--- src/rtl/game_control_pkg.sv ---
// Shared definitions for the Reversi game control FSM: state codes,
// cursor direction encoding, key bit positions and the wait-state predicate.
package game_control_pkg;

  localparam logic [3:0] S_RESET      = 4'd0;
  localparam logic [3:0] S_DRAW_BOARD = 4'd1;
  localparam logic [3:0] S_DRAW_INIT  = 4'd2;
  localparam logic [3:0] S_HIGHLIGHT  = 4'd3;
  localparam logic [3:0] S_IDLE       = 4'd4;
  localparam logic [3:0] S_MOVE       = 4'd5;
  localparam logic [3:0] S_CHECK      = 4'd6;
  localparam logic [3:0] S_PLACE      = 4'd7;
  localparam logic [3:0] S_FLIP       = 4'd8;
  localparam logic [3:0] S_SCORE      = 4'd9;
  localparam logic [3:0] S_TURN       = 4'd10;
  localparam logic [3:0] S_HAS_CUR    = 4'd11;
  localparam logic [3:0] S_HAS_OPP    = 4'd12;
  localparam logic [3:0] S_REMOVE_HL  = 4'd13;
  localparam logic [3:0] S_GAME_OVER  = 4'd14;

  localparam logic [1:0] DIR_RIGHT = 2'd0;
  localparam logic [1:0] DIR_LEFT  = 2'd1;
  localparam logic [1:0] DIR_UP    = 2'd2;
  localparam logic [1:0] DIR_DOWN  = 2'd3;

  // Bit positions inside the 5-bit key vector.
  localparam int unsigned KEY_ENTER = 0;
  localparam int unsigned KEY_RIGHT = 1;
  localparam int unsigned KEY_LEFT  = 2;
  localparam int unsigned KEY_UP    = 3;
  localparam int unsigned KEY_DOWN  = 4;

  // States that hold their enable until the datapath answers with go.
  function automatic logic isWaitState(input logic [3:0] s);
    return s inside {S_DRAW_BOARD, S_DRAW_INIT, S_HIGHLIGHT, S_CHECK, S_PLACE,
                     S_FLIP, S_SCORE, S_HAS_CUR, S_HAS_OPP, S_REMOVE_HL};
  endfunction

endpackage

--- src/rtl/game_control_key_edge_detect.sv ---
// Push-button press detector: registers the key levels and produces a
// registered one-cycle event on each rising level.
module key_edge_detect (
  input  logic       clk,
  input  logic       resetn,
  input  logic [4:0] keys,
  output logic [4:0] keyLevel,
  output logic [4:0] keyEvent
);

  // Level history and rising-edge events, both cleared by reset.
  always_ff @(posedge clk) begin
    if (!resetn) begin
      keyLevel <= '0;
      keyEvent <= '0;
    end else begin
      keyLevel <= keys;
      keyEvent <= keys & ~keyLevel;
    end
  end

endmodule

--- src/rtl/game_control.sv ---
// Reversi game control FSM: sequences datapath enables one at a time over
// the enable/go handshake and turns key presses into cursor/placement flow.
// Optional watchdog on every go-wait state: define GAME_CONTROL_TIMEOUT_EN.
module game_control
  import game_control_pkg::*;
#(
  parameter int unsigned TIMEOUT_CYCLES = 65536
) (
  input  logic       clk,
  input  logic       resetn,
  input  logic       key_enter,
  input  logic       key_right,
  input  logic       key_left,
  input  logic       key_up,
  input  logic       key_down,
  input  logic       go,
  input  logic       valid_move,
  input  logic       has_turn,
  output logic       write_en,
  output logic       draw_board_en,
  output logic       draw_initial_pieces_en,
  output logic       move_highlight_en,
  output logic       check_valid_move_en,
  output logic       place_en,
  output logic       flip_en,
  output logic       score_manager_en,
  output logic       determine_has_turn_en,
  output logic       turn_manager_en,
  output logic       remove_highlight_en,
  output logic       move_right_en,
  output logic       move_left_en,
  output logic       move_up_en,
  output logic       move_down_en,
  output logic       determine_current,
  output logic       determine_opponent,
  output logic       new_game,
  output logic       game_over,
  output logic       timeout_err,
  output logic [3:0] state_o
);

  logic [3:0] state, nextState;
  logic [1:0] dir, nextDir;
  logic       newGame;
  logic [4:0] keyEvent;
  logic [4:0] unusedKeyLevel;
  logic       goEff, validEff, hasEff;

  key_edge_detect keyEdge (
    .clk      (clk),
    .resetn   (resetn),
    .keys     ({key_down, key_up, key_left, key_right, key_enter}),
    .keyLevel (unusedKeyLevel),
    .keyEvent (keyEvent)
  );

`ifdef GAME_CONTROL_TIMEOUT_EN
  localparam int unsigned CNT_W = $clog2(TIMEOUT_CYCLES) + 1;
  logic [CNT_W-1:0] waitCnt;
  logic             tmo;
  logic             timeoutErr;

  // A wait state that has already spent TIMEOUT_CYCLES-1 cycles advances on
  // this edge, so the watchdog trips after exactly TIMEOUT_CYCLES cycles.
  assign tmo      = isWaitState(state) && (waitCnt == CNT_W'(TIMEOUT_CYCLES - 1));
  assign goEff    = go | tmo;
  assign validEff = valid_move & ~tmo;
  assign hasEff   = has_turn & ~tmo;
  assign timeout_err = timeoutErr;

  // Per-state wait counter, restarted on every state change.
  always_ff @(posedge clk) begin
    if (!resetn) begin
      waitCnt <= '0;
    end else if (nextState != state) begin
      waitCnt <= '0;
    end else if (isWaitState(state)) begin
      waitCnt <= waitCnt + CNT_W'(1);
    end
  end

  // Sticky watchdog flag, cleared only by reset.
  always_ff @(posedge clk) begin
    if (!resetn) begin
      timeoutErr <= 1'b0;
    end else if (tmo) begin
      timeoutErr <= 1'b1;
    end
  end
`else
  logic unusedCfg;
  assign unusedCfg   = ^TIMEOUT_CYCLES;
  assign goEff       = go;
  assign validEff    = valid_move;
  assign hasEff      = has_turn;
  assign timeout_err = 1'b0;
`endif

  // State, latched direction and the restart pulse.
  always_ff @(posedge clk) begin
    if (!resetn) begin
      state   <= S_RESET;
      dir     <= DIR_RIGHT;
      newGame <= 1'b0;
    end else begin
      state   <= nextState;
      dir     <= nextDir;
      newGame <= (state == S_GAME_OVER) && keyEvent[KEY_ENTER];
    end
  end

  // Next-state logic; key events only matter in IDLE and GAME_OVER.
  always_comb begin
    nextState = state;
    nextDir   = dir;
    case (state)
      S_RESET:      nextState = S_DRAW_BOARD;
      S_DRAW_BOARD: if (goEff) nextState = S_DRAW_INIT;
      S_DRAW_INIT:  if (goEff) nextState = S_HIGHLIGHT;
      S_HIGHLIGHT:  if (goEff) nextState = S_IDLE;
      S_IDLE: begin
        if (keyEvent[KEY_ENTER]) begin
          nextState = S_CHECK;
        end else if (keyEvent[KEY_RIGHT]) begin
          nextState = S_MOVE;
          nextDir   = DIR_RIGHT;
        end else if (keyEvent[KEY_LEFT]) begin
          nextState = S_MOVE;
          nextDir   = DIR_LEFT;
        end else if (keyEvent[KEY_UP]) begin
          nextState = S_MOVE;
          nextDir   = DIR_UP;
        end else if (keyEvent[KEY_DOWN]) begin
          nextState = S_MOVE;
          nextDir   = DIR_DOWN;
        end
      end
      S_MOVE:       nextState = S_HIGHLIGHT;
      S_CHECK:      if (goEff) nextState = validEff ? S_PLACE : S_IDLE;
      S_PLACE:      if (goEff) nextState = S_FLIP;
      S_FLIP:       if (goEff) nextState = S_SCORE;
      S_SCORE:      if (goEff) nextState = S_TURN;
      S_TURN:       nextState = S_HAS_CUR;
      S_HAS_CUR:    if (goEff) nextState = hasEff ? S_HIGHLIGHT : S_HAS_OPP;
      S_HAS_OPP:    if (goEff) nextState = hasEff ? S_TURN : S_REMOVE_HL;
      S_REMOVE_HL:  if (goEff) nextState = S_GAME_OVER;
      S_GAME_OVER:  if (keyEvent[KEY_ENTER]) nextState = S_DRAW_BOARD;
      default:      nextState = S_RESET;
    endcase
  end

  // Moore output decode from the state register.
  always_comb begin
    write_en               = 1'b0;
    draw_board_en          = 1'b0;
    draw_initial_pieces_en = 1'b0;
    move_highlight_en      = 1'b0;
    check_valid_move_en    = 1'b0;
    place_en               = 1'b0;
    flip_en                = 1'b0;
    score_manager_en       = 1'b0;
    determine_has_turn_en  = 1'b0;
    turn_manager_en        = 1'b0;
    remove_highlight_en    = 1'b0;
    move_right_en          = 1'b0;
    move_left_en           = 1'b0;
    move_up_en             = 1'b0;
    move_down_en           = 1'b0;
    determine_current      = 1'b0;
    determine_opponent     = 1'b0;
    game_over              = 1'b0;
    case (state)
      S_DRAW_BOARD: begin draw_board_en = 1'b1;          write_en = 1'b1; end
      S_DRAW_INIT:  begin draw_initial_pieces_en = 1'b1; write_en = 1'b1; end
      S_HIGHLIGHT:  begin move_highlight_en = 1'b1;      write_en = 1'b1; end
      S_MOVE: begin
        case (dir)
          DIR_RIGHT: move_right_en = 1'b1;
          DIR_LEFT:  move_left_en  = 1'b1;
          DIR_UP:    move_up_en    = 1'b1;
          default:   move_down_en  = 1'b1;
        endcase
      end
      S_CHECK:      check_valid_move_en = 1'b1;
      S_PLACE:      begin place_en = 1'b1; write_en = 1'b1; end
      S_FLIP:       begin flip_en  = 1'b1; write_en = 1'b1; end
      S_SCORE:      score_manager_en = 1'b1;
      S_TURN:       turn_manager_en  = 1'b1;
      S_HAS_CUR:    begin determine_has_turn_en = 1'b1; determine_current  = 1'b1; end
      S_HAS_OPP:    begin determine_has_turn_en = 1'b1; determine_opponent = 1'b1; end
      S_REMOVE_HL:  begin remove_highlight_en = 1'b1; write_en = 1'b1; end
      S_GAME_OVER:  game_over = 1'b1;
      default: ;
    endcase
  end

  assign new_game = newGame;
  assign state_o  = state;

endmodule

--- config.mk ---
export PLATFORM = sky130hd
export DESIGN_NAME = game_control
export DESIGN_NICKNAME = d
export VERILOG_FILES = /design/src/rtl/game_control_pkg.sv /design/src/rtl/game_control_key_edge_detect.sv /design/src/rtl/game_control.sv
export SDC_FILE = /design/constraint.sdc
export NUM_CORES = 1
export LEC_CHECK = 0
export ABC_AREA = 1
export BUFFER_PORTS_ARGS = -buffer_cell sky130_fd_sc_hd__buf_2
export CAP_MARGIN = 40
export CELL_PAD_IN_SITES_DETAIL_PLACEMENT = 1
export CELL_PAD_IN_SITES_GLOBAL_PLACEMENT = 2
export CORE_ASPECT_RATIO = 1.25
export CORE_UTILIZATION = 25
export CTS_CLUSTER_SIZE = 20
export DETAILED_ROUTE_END_ITERATION = 10
export GPL_ROUTABILITY_DRIVEN = 0
export HOLD_SLACK_MARGIN = 0.03
export PLACE_DENSITY_LB_ADDON = 0.1
export SETUP_SLACK_MARGIN = 0.4
export SLEW_MARGIN = 20
export SYNTH_ARGS = -nofsm -noshare
export SYNTH_HDL_FRONTEND = slang
export SYNTH_SLANG_ARGS = --single-unit
--- constraint.sdc ---
create_clock -name clk -period 2.71 [get_ports clk]
set_clock_uncertainty 0.2 [all_clocks]
set_input_delay 0.1355 -clock clk [delete_from_list [all_inputs] [get_ports clk]]
set_output_delay 0.1355 -clock clk [all_outputs]
set_load 0.03 [all_outputs]
==> out/metrics.cfg, run 1 <==
[yosys]
yosys_warnings=0
syn-cell-area_sq_um=920
ys_ff_latch=17
syn-instance-count=156
synth_nets=166
avgSynthCellArea_sq_um=5.90
ys.flop_type=dfxtp_1
synth_top_cell_area_share_pct=37.0
async_flop_share_pct=0
synth_largest_area_cell=dfxtp_1
synthTopCellsByArea=dfxtp_1 37%, nand2_1 20%, inv_1 12%, nor2_1 11%, a21oi_1 3.8%
ys_seq_area_share_pct=37.0
yosysUniqueCellTypes=17
ys_top_cells_by_count=50 x nand2_1, 29 x inv_1, 27 x nor2_1
yosysMostFrequentCell=nand2_1
synth-edff-count=0

[place]
dp_hpwl_um=2260
io_buffers=32
placed_area_sq_um=1120

[die]
die-width_um=56.2
core_area_sq_um=3510
dieArea_sq_um=3930
io_pins=34
initial_core_util_pct=26.2
die_y_um=69.8
rows=24

[global_routing]
grt_use_met3_pct=1.68
grt_use_met2_pct=30.3
grt_pass1_wl_um=4810
antenna_found_initial=0
overflow=0
grt_pass1_vias=1105
met1_usage_pct=16.1
grtUsageTotal_pct=15.6
grt_max_degree=10
grt_busiest_layer=met2

[final_layout]
stdcell_area_sq_um=1280
fin_nets=213
n_fill_cell=484
diodes=0
syn_to_final_growth_pct=38.8
drive_gt1_share_pct=22.3

[routing]
ant_nets=0
wirelength_um=2740
vias_per_cell=4.31
drc=0
drt-pass1-iter-count=3
drt_iter0_drc=10
vias=1039
routedWlPerCell_um=11.4

[worst_setup_path]
path_cells=inv_1, nor2_1, nand2_1, nor3_1, buf_2
path_class=flip-flop to output port
arrival_ns=1.70
critPathRequiredTime_ns=2.37
critPathMaxStageDelay_ns=0.49
critPathLaunchType=flip-flop
end_kind=output port
worstReg2RegStart=state_o[0]
setup.worst_path.start=state_o[0]
crit_slowest_cell=dfxtp_1
worst-path-max-fanout=8

[pwr]
power_density_nw_per_um2=841
power_mw=1.07
ir_worst_vdd_v=0.000409
p_leak_nw=0.773

[clock_tree]
cts_tree=built
cts_buffer_depth=2
htree_levels=1
clockRootBuffer=clkbuf_8
clock_latency_ns=0.25
clk_pin_slew_worst_paths_ns=0.06
post_cts_buffers=0
cts_made_buffers=3
cts.sink_count=17

[timing]
slew_violations=0
final.period_utilization_pct=75.1
max_freq_mhz=491
fin_crit_ns=2.04
setup_viol=0
tns_ns=0
rsz0062_at_grt=false
hold_violations=0
holdWs_ns=0.127

[run_status]
status=complete, no violations

[run]
drv_cap=0

[worst_hold_path]
hold_class=primary input to flip-flop
worstHoldStart=go

[layout make-up]
| type | instances | area [sq um] | area share [%] |
|---|---|---|---|
| inverters | 32 | 120 | 9.41 |
| flip-flops and latches | 17 | 340 | 26.7 |
| multi-input cells | 106 | 452 | 35.4 |
| clock buffers | 4 | 45.0 | 3.53 |
| well taps | 39 | 48.8 | 3.82 |
| repair buffers | 43 | 270 | 21.2 |
[cell families after synthesis]
| kind of cell | after synthesis | synth area share [%] |
|---|---|---|
| flops | 17 | 37.0 |
| other cells | 1 | 0.408 |
| buf+inv | 33 | 13.9 |
| compound gates | 13 | 7.75 |
| simple gates | 92 | 41.0 |
[power breakdown]
group	leakage, nW	internal (mW)	switching [mW]	total [mW]
combinational	0.610	0.161	0.387	0.548
clock	0.0228	0.104	0.0801	0.184
sequential	0.140	0.285	0.0560	0.341
total	0.773	0.551	0.523	1.07
[path summary, 6_finish.rpt]
check / slack, ns / depth (start not counted) / to
max: 0.67 / 5 / move_left_en
min: 0.13 / 5 / state_o[3]
max reg2reg: 1.01 / 8 / state_o[3]
min reg2reg: 0.18 / 1 / keyEdge.keyEvent[0]
[stage by stage]
step | setup WS [ns] | utilization (%) | cells
2_1_floorplan | 0.663 | - | 156
3_5_place_dp | 0.915 | 31.9 | 226
5_1_grt | 0.442 | 36.3 | 241
6_report | 0.675 | 36.3 | 241
4_1_cts | 0.624 | 36.3 | 241
3_3_place_gp | 0.939 | 31.9 | 226
[state kept, by name, indices dropped and copies added, names as in the netlist]
name,flops
keyEdge.keyEvent,5
keyEdge.keyLevel,5
state_o,4
dir,2
new_game,1
[worst max-delay path: cells and delay by family, from the launching register on]
family / cells / cell delay, ns
AND/OR/NAND/NOR: 3 / 0.55
buffers and inverters: 2 / 0.40
flip-flops: 1 / 0.49
[metal layers]
layer | up-vias | routed length [um]
met5 | - | 0
met4 | 0 | 61
li1 | 550 | -
met1 | 459 | 1070
met3 | 5 | 93
met2 | 25 | 1520
[what timing repair did]
item / in CTS / in global routing
gates resized for setup: 0 / 0
hold buffers: 11 / 0
endpoints found under the hold margin: 11 / 0
[cell usage in the layout, fill, tap and decap left out]
master | Yosys | routed
a211oi_1 | 1 | 1
a21oi_1 | 7 | 7
buf_2 | 0 | 32
clkbuf_1 | 0 | 1
clkbuf_8 | 0 | 3
conb_1 | 1 | 1
dfxtp_1 | 17 | 17
dlygate4sd3_1 | 0 | 11
inv_1 | 29 | 29
inv_2 | 3 | 3
nand2_1 | 50 | 50
nand2_2 | 3 | 3
nand3_1 | 4 | 4
nor2_1 | 27 | 27
nor2_2 | 2 | 2
nor2_4 | 1 | 1
nor3_1 | 5 | 5
o21ai_0 | 3 | 3
o21ai_1 | 1 | 1
o21ai_2 | 1 | 1
Note: power is estimated with default switching activity, not from simulation.
==> run 2, diff against run 1 <==
--- a/config.mk
+++ b/config.mk
@@ -11,7 +11,7 @@
 export CELL_PAD_IN_SITES_DETAIL_PLACEMENT = 1
 export CELL_PAD_IN_SITES_GLOBAL_PLACEMENT = 2
 export CORE_ASPECT_RATIO = 1.25
-export CORE_UTILIZATION = 25
+export CORE_UTILIZATION = 23
 export CTS_CLUSTER_SIZE = 20
 export DETAILED_ROUTE_END_ITERATION = 10
 export GPL_ROUTABILITY_DRIVEN = 0
==> constraint.sdc (replaced) <==
create_clock -name clk -period 2 [get_ports clk]
set_clock_uncertainty 0.2 [all_clocks]
set_input_delay 0.1 -clock clk [delete_from_list [all_inputs] [get_ports clk]]
set_output_delay 0.1 -clock clk [all_outputs]
set_load 0.03 [all_outputs]
==> run 2 against run 1 <==
Against the previous run: via count rose by 6.4%; critical path type unchanged; first-iteration DRC count is 50% higher; clock-buffer cell count unchanged.
==> out/metrics.cfg, run 2 (synthesized netlist as in run 1, its figures left out) <==
[run_status]
status=complete, no violations  ; unchanged

[timing]
setup_viol=0  ; unchanged
final.period_utilization_pct=78.6
rsz0062_at_grt=true  ; was false
hold_violations=0  ; unchanged
slew_violations=0  ; unchanged
fin_crit_ns=1.57
max_freq_mhz=636
tns_ns=0  ; unchanged

[final_layout]
n_fill_cell=519  ; was 484
final_util_pct=42.3  ; was 36.3%
multi_input_area_sq_um=608  ; was 452 sq um
drive_gt1_share_pct=42.5  ; was 22.3%
diodes=0  ; unchanged
fin_nets=223  ; was 213
syn_to_final_growth_pct=75.5  ; was 38.8%
seqCellArea_sq_um=355  ; was 340 sq um
final_common_cell=nand2_1  ; unchanged
stdcell_area_sq_um=1610  ; was 1280 sq um
layout_common_cells=41 x nand2_1, 24 x inv_1, 21 x buf_2, 18 x nor2_1  ; was 50 x nand2_1, 32 x buf_2, 29 x inv_1, 27 x nor2_1, 17 x dfxtp_1

[pwr]
power_mw=1.83  ; was 1.07 mW
p_leak_nw=0.881  ; was 0.773 nW
ir_worst_vdd_v=0.000485  ; was 0.000409 V
power_density_nw_per_um2=1130  ; was 841 nW/um^2

[place]
dp_hpwl_um=2330  ; was 2260 um
io_buffers=32  ; unchanged
placed_area_sq_um=1220  ; was 1120 sq um

[worst_setup_path]
worstReg2RegStart=state_o[2]  ; was state_o[0]
arrival_ns=1.27  ; was 1.70 ns
r2r_cells=10  ; was 8
critPathRequiredTime_ns=1.70  ; was 2.37 ns
r2r_slack_ns=0.48  ; was 1.01 ns
rr_endpoint=state_o[2]  ; was state_o[3]
critPathLaunchType=flip-flop  ; unchanged
worst-path-max-fanout=4  ; was 8
end_kind=output port  ; unchanged
path_class=flip-flop to output port  ; unchanged

[worst_hold_path]
hold_class=primary input to flip-flop  ; unchanged
whs_path_depth=6  ; was 5
min_to=state_o[0]  ; was state_o[3]
worstHoldStart=go  ; unchanged

[routing]
m1WireLength_um=1180  ; was 1070 um
drt_iter0_drc=15  ; was 10
drt-pass1-iter-count=2  ; was 3
wl_met3_um=74  ; was 93 um
vias=1105  ; was 1039
wirelength_um=2980  ; was 2740 um
highest_layer=met4  ; unchanged
vias_per_cell=4.15  ; was 4.31
drc=0  ; unchanged
route.met2.wl_um=1670  ; was 1520 um
ant_nets=0  ; unchanged
routedWlPerCell_um=11.2  ; was 11.4 um

[global_routing]
grt_pass1_vias=1157  ; was 1105
grt_pass1_wl_um=5000  ; was 4810 um
antenna_found_initial=0  ; unchanged
grtUsageTotal_pct=15.4  ; was 15.6%
grt_max_degree=10  ; unchanged
overflow=0  ; unchanged

[clock_tree]
clockRootBuffer=clkbuf_8  ; unchanged
cts_buffer_depth=2  ; unchanged
cts_tree=built  ; unchanged
clock_latency_ns=0.24  ; was 0.25 ns
cts.sink_count=17  ; unchanged
cts_made_buffers=3  ; unchanged
htree_levels=1  ; unchanged
clk_pin_slew_worst_paths_ns=0.06  ; about the same

[die]
initial_core_util_pct=24.1  ; was 26.2%
core_area_sq_um=3820  ; was 3510 sq um
die-width_um=58.6  ; was 56.2 um
dieArea_sq_um=4260  ; was 3930 sq um
io_pins=34  ; unchanged
rows=25  ; was 24
die_y_um=72.7  ; was 69.8 um

[run]
drv_cap=0  ; unchanged

==> run 2: cell types whose count changed in the layout (fill, tap and decap cells not counted), moves of 5 or more <==
cell | previous run | this run
nor2_1 | 27 | 18
buf_6 | 0 | 6
buf_4 | 0 | 13
nor2_4 | 1 | 8
buf_2 | 32 | 21
nand2_1 | 50 | 41
nand2_2 | 3 | 9
inv_1 | 29 | 24
==> run 2: final cells by class <==
cell class,count,share of cell area (%)
clock buffer,4,2.79
inverter,32,8.06
multi-input combinational,106,37.7
sequential,17,22.0
tap,54,4.19
timing repair buffer,53,25.3
==> run 2: stage by stage <==
stage | setup slack (ns) | hold WS [ns] | instances
2_1_floorplan | 0.415 | 0.0115 | 156
3_3_place_gp | 0.393 | 0.0982 | 241
3_5_place_dp | 0.396 | 0.103 | 241
4_1_cts | 0.395 | 0.124 | 261
5_1_grt | 0.359 | 0.171 | 266
6_report | 0.428 | 0.142 | 266
==> run 2: where the power goes <==
| group | total (mW) | switching [mW] | internal, mW |
|---|---|---|---|
| Sequential | 0.499 | 0.0952 | 0.404 |
| Combinational | 1.09 | 0.675 | 0.413 |
| Clock | 0.244 | 0.103 | 0.141 |
| Total | 1.83 | 0.874 | 0.958 |
==> run 2: how the worst max path moves through the flow <==
stage | to | depth (start not counted) | slack, ns | startpoint
after floorplan | state_o[0] | 9 | 0.41 | state_o[0]
after global placement | state_o[1] | 9 | 0.39 | state_o[3]
after detailed placement | move_down_en | 5 | 0.40 | state_o[2]
after CTS | move_right_en | 5 | 0.39 | state_o[0]
after global routing | state_o[2] | 10 | 0.36 | state_o[2]
final | write_en | 7 | 0.43 | state_o[2]
==> run 2: routing by layer <==
layer	vias to the layer above	global-route usage [%]
li1	573	-
met1	500	16.2
met2	25	30.7
met3	7	1.06
met4	0	6.61
met5	-	0
==> run 2: repair_timing <==
action,in CTS,in global routing
hold endpoints to repair,11,0
hold buffers,11,0
pin swaps,4,4
buffers inserted,5,5
resized for setup,22,37
setup endpoints to repair,13,23
==> run 2: critical path: stages (launching register included) <==
cell     delay [ns]
dfxtp_4        0.37
buf_12         0.13
nor2_4         0.12
nand2_1        0.09
nand2_2        0.08
a21oi_2        0.03
nand2_1        0.07
buf_6          0.13
==> run 3, diff against run 2 <==
--- a/config.mk
+++ b/config.mk
@@ -5,7 +5,7 @@
 export SDC_FILE = /design/constraint.sdc
 export NUM_CORES = 1
 export LEC_CHECK = 0
-export ABC_AREA = 1
+export ABC_AREA = 0
 export BUFFER_PORTS_ARGS = -buffer_cell sky130_fd_sc_hd__buf_2
 export CAP_MARGIN = 40
 export CELL_PAD_IN_SITES_DETAIL_PLACEMENT = 1
==> constraint.sdc (replaced) <==
create_clock -name clk -period 1.3 [get_ports clk]
set_clock_uncertainty 0.2 [all_clocks]
set_input_delay 0.065 -clock clk [delete_from_list [all_inputs] [get_ports clk]]
set_output_delay 0.065 -clock clk [all_outputs]
set_load 0.03 [all_outputs]
==> run 3 against run 2 <==
Against the previous run: the flow now finishes with violations (negative hold slack, negative setup slack); final cell count fell by 13%; critical path type unchanged; synthesized cell count decreased by 29%; critical endpoint is now move_right_en; hold slack lost 0.31 ns; sequential power is 67% higher; via count decreased by 6.5%; first-iteration DRC count increased by 47%; die area is 1.6% lower; highest routed layer unchanged.
==> out/metrics.cfg, run 3 <==
[run_status]
status=finished with violations  ; was complete, no violations
violations=negative hold slack, negative setup slack

[yosys]
yosysMostFrequentCell=dfxtp_1  ; was nand2_1
yosys_warnings=0  ; unchanged
syn-cell-area_sq_um=905  ; was 920 sq um
async_flop_share_pct=0  ; unchanged
synth_top_cell_area_share_pct=37.6  ; was 37.0%
ys.flop_type=dfxtp_1  ; unchanged
syn-instance-count=111  ; was 156
ys_ff_latch=17  ; unchanged
yosysUniqueCellTypes=38  ; was 17
ys_seq_area_share_pct=37.6  ; was 37.0%
synthTopCellsByArea=dfxtp_1 38%, nor2_1 6.6%, nor2b_1 5.5%, nand2_1 3.7%, and2_1 3.5%  ; was dfxtp_1 37%, nand2_1 20%, inv_1 12%, nor2_1 11%, a21oi_1 3.8%
ys_top_cells_by_count=17 x dfxtp_1, 16 x nor2_1, 9 x nand2_1  ; was 50 x nand2_1, 29 x inv_1, 27 x nor2_1
avgSynthCellArea_sq_um=8.15  ; was 5.90 sq um
synth_nets=121  ; was 166
synth_largest_area_cell=dfxtp_1  ; unchanged
synth-edff-count=0  ; unchanged

[timing]
setup_ws_ns=-0.367  ; was 0.428 ns
max_freq_mhz=600
hold_violations=13  ; was 0
final.period_utilization_pct=128
slew_violations=0  ; unchanged
setup_viol=25  ; was 0
holdWs_ns=-0.167  ; was 0.142 ns
rsz0062_at_grt=true  ; unchanged
fin_crit_ns=1.67

[final_layout]
stdcell_area_sq_um=1970  ; was 1610 sq um
diodes=0  ; unchanged
final_common_cell=buf_6  ; was nand2_1
seqCellArea_sq_um=359  ; was 355 sq um
final_cells=231  ; was 266
fin_nets=188  ; was 223
n_fill_cell=419  ; was 519
layout_common_cells=29 x buf_6, 24 x buf_4, 10 x dfxtp_1, 9 x buf_2, 7 x nor2_4  ; was 41 x nand2_1, 24 x inv_1, 21 x buf_2, 18 x nor2_1
multi_input_area_sq_um=810  ; was 608 sq um
drive_gt1_share_pct=71.8  ; was 42.5%
syn_to_final_growth_pct=117  ; was 75.5%

[die]
initial_core_util_pct=23.9  ; was 24.1%
core_area_sq_um=3780  ; was 3820 sq um
die-width_um=58.1  ; was 58.6 um
rows=25  ; unchanged
dieArea_sq_um=4190  ; was 4260 sq um
io_pins=34  ; unchanged
die_y_um=72.1  ; was 72.7 um

[worst_setup_path]
worst-path-max-fanout=7  ; was 4
critPathRequiredTime_ns=1.03  ; was 1.70 ns
r2r_slack_ns=-0.29  ; was 0.48 ns
path_class=flip-flop to output port  ; unchanged
end_kind=output port  ; unchanged
critPathLaunchType=flip-flop  ; unchanged
arrival_ns=1.40  ; was 1.27 ns

[routing]
drc=0  ; unchanged
routedWlPerCell_um=13.0  ; was 11.2 um
drt-pass1-iter-count=4  ; was 2
vias_per_cell=4.47  ; was 4.15
vias=1033  ; was 1105
m1WireLength_um=1190  ; was 1180 um
route.met2.wl_um=1710  ; was 1670 um
ant_nets=0  ; unchanged
wl_met3_um=63  ; was 74 um
drt_iter0_drc=22  ; was 15
wirelength_um=3010  ; was 2980 um
highest_layer=met4  ; unchanged

[place]
dp_hpwl_um=2160  ; was 2330 um
placed_area_sq_um=1400  ; was 1220 sq um
io_buffers=32  ; unchanged
placed_cells=212  ; was 241

[worst_hold_path]
hold_class=primary input to flip-flop  ; unchanged

[global_routing]
grt_pass1_vias=1037  ; was 1157
overflow=0  ; unchanged
grt_pass1_wl_um=4730  ; was 5000 um
grtUsageTotal_pct=14.8  ; was 15.4%
grt_max_degree=12  ; was 10
antenna_found_initial=0  ; unchanged

[clock_tree]
cts_tree=built  ; unchanged
clk_pin_slew_worst_paths_ns=0.06  ; about the same
cts.sink_count=17  ; unchanged
cts_buffer_depth=2  ; unchanged
clockRootBuffer=clkbuf_8  ; unchanged
clock_latency_ns=0.25  ; was 0.24 ns
htree_levels=1  ; unchanged
cts_made_buffers=3  ; unchanged

[pwr]
power_mw=4.43  ; was 1.83 mW
power_density_nw_per_um2=2250  ; was 1130 nW/um^2
p_leak_nw=0.800  ; was 0.881 nW
ir_worst_vdd_v=0.000751  ; was 0.000485 V

[run]
drv_cap=0  ; unchanged

[run 3: cell count changes in the layout (fill, tap and decap cells not counted), sizes merged, moves of 3 or more]
cell and delta:
nor2b +8, dlygate4sd3 -11, nor2 -14, inv -29
a21oi -3, nand3 -3, nand2 -44, nor4 +3
buf +28, and2 +5
[run 3: area by class of cell]
type,instances,share of cell area [%]
multi-input cells,83,41.2
well taps,54,3.44
repair buffers,69,33.9
flip-flops and latches,17,18.3
inverters,4,0.954
clock buffers,4,2.29
[run 3: worst max-delay path, stage by stage (launching register included)]
cell and delay (ns):
dfxtp_4 0.39, or2b_4 0.30, buf_6 0.14, nor4_4 0.12, buf_4 0.19
[run 3: repair_timing]
action                                  in CTS  in global routing
hold endpoints to repair                    16                 16
endpoints found under the setup margin      30                 30
setup buffers                                7                  8
pin swaps                                    5                  9
resized for setup                           71                 41
[run 3: per-stage QoR]
step                setup slack [ns]  setup TNS [ns]  util (%)
floorplan                     -0.357           -4.21         -
global placement              -0.251           -2.50      36.9
detailed placement            -0.285           -2.89      36.9
CTS                           -0.356           -6.39      46.1
global route                  -0.429           -7.85      52.0
finish                        -0.367           -6.46      52.0
[run 3: power by group]
part / switching (mW) / internal, mW
Combinational: 1.63 / 1.59
Clock: 0.163 / 0.217
Sequential: 0.188 / 0.642
Total: 1.98 / 2.45
[run 3: cell families (layout without fill, tap and decap cells)]
group	Yosys count	in the layout	synth area share, %
buffers and inverters	11	77	5.53
XOR/XNOR	2	2	1.94
flip-flops	17	17	37.6
multiplexers	1	1	1.11
AND/OR/NAND/NOR	57	57	34.7
AO/OA/AOI/OAI	22	22	18.7
other	1	1	0.415
[run 3: worst paths after layout]
path,start,end,cells after the start
worst max-delay path,state_o[0],move_right_en,4
worst max register to register,keyEdge.keyEvent[3],state_o[3],4
worst min-delay path,key_down,keyEdge.keyLevel[4],2
worst min register to register,keyEdge.keyLevel[4],keyEdge.keyEvent[4],1
[run 3: layer usage]
metal	global-route usage [%]	vias up
li1	-	518
met1	16.2	483
met2	28.2	27
met3	1.60	5
met4	6.35	0
met5	0	-
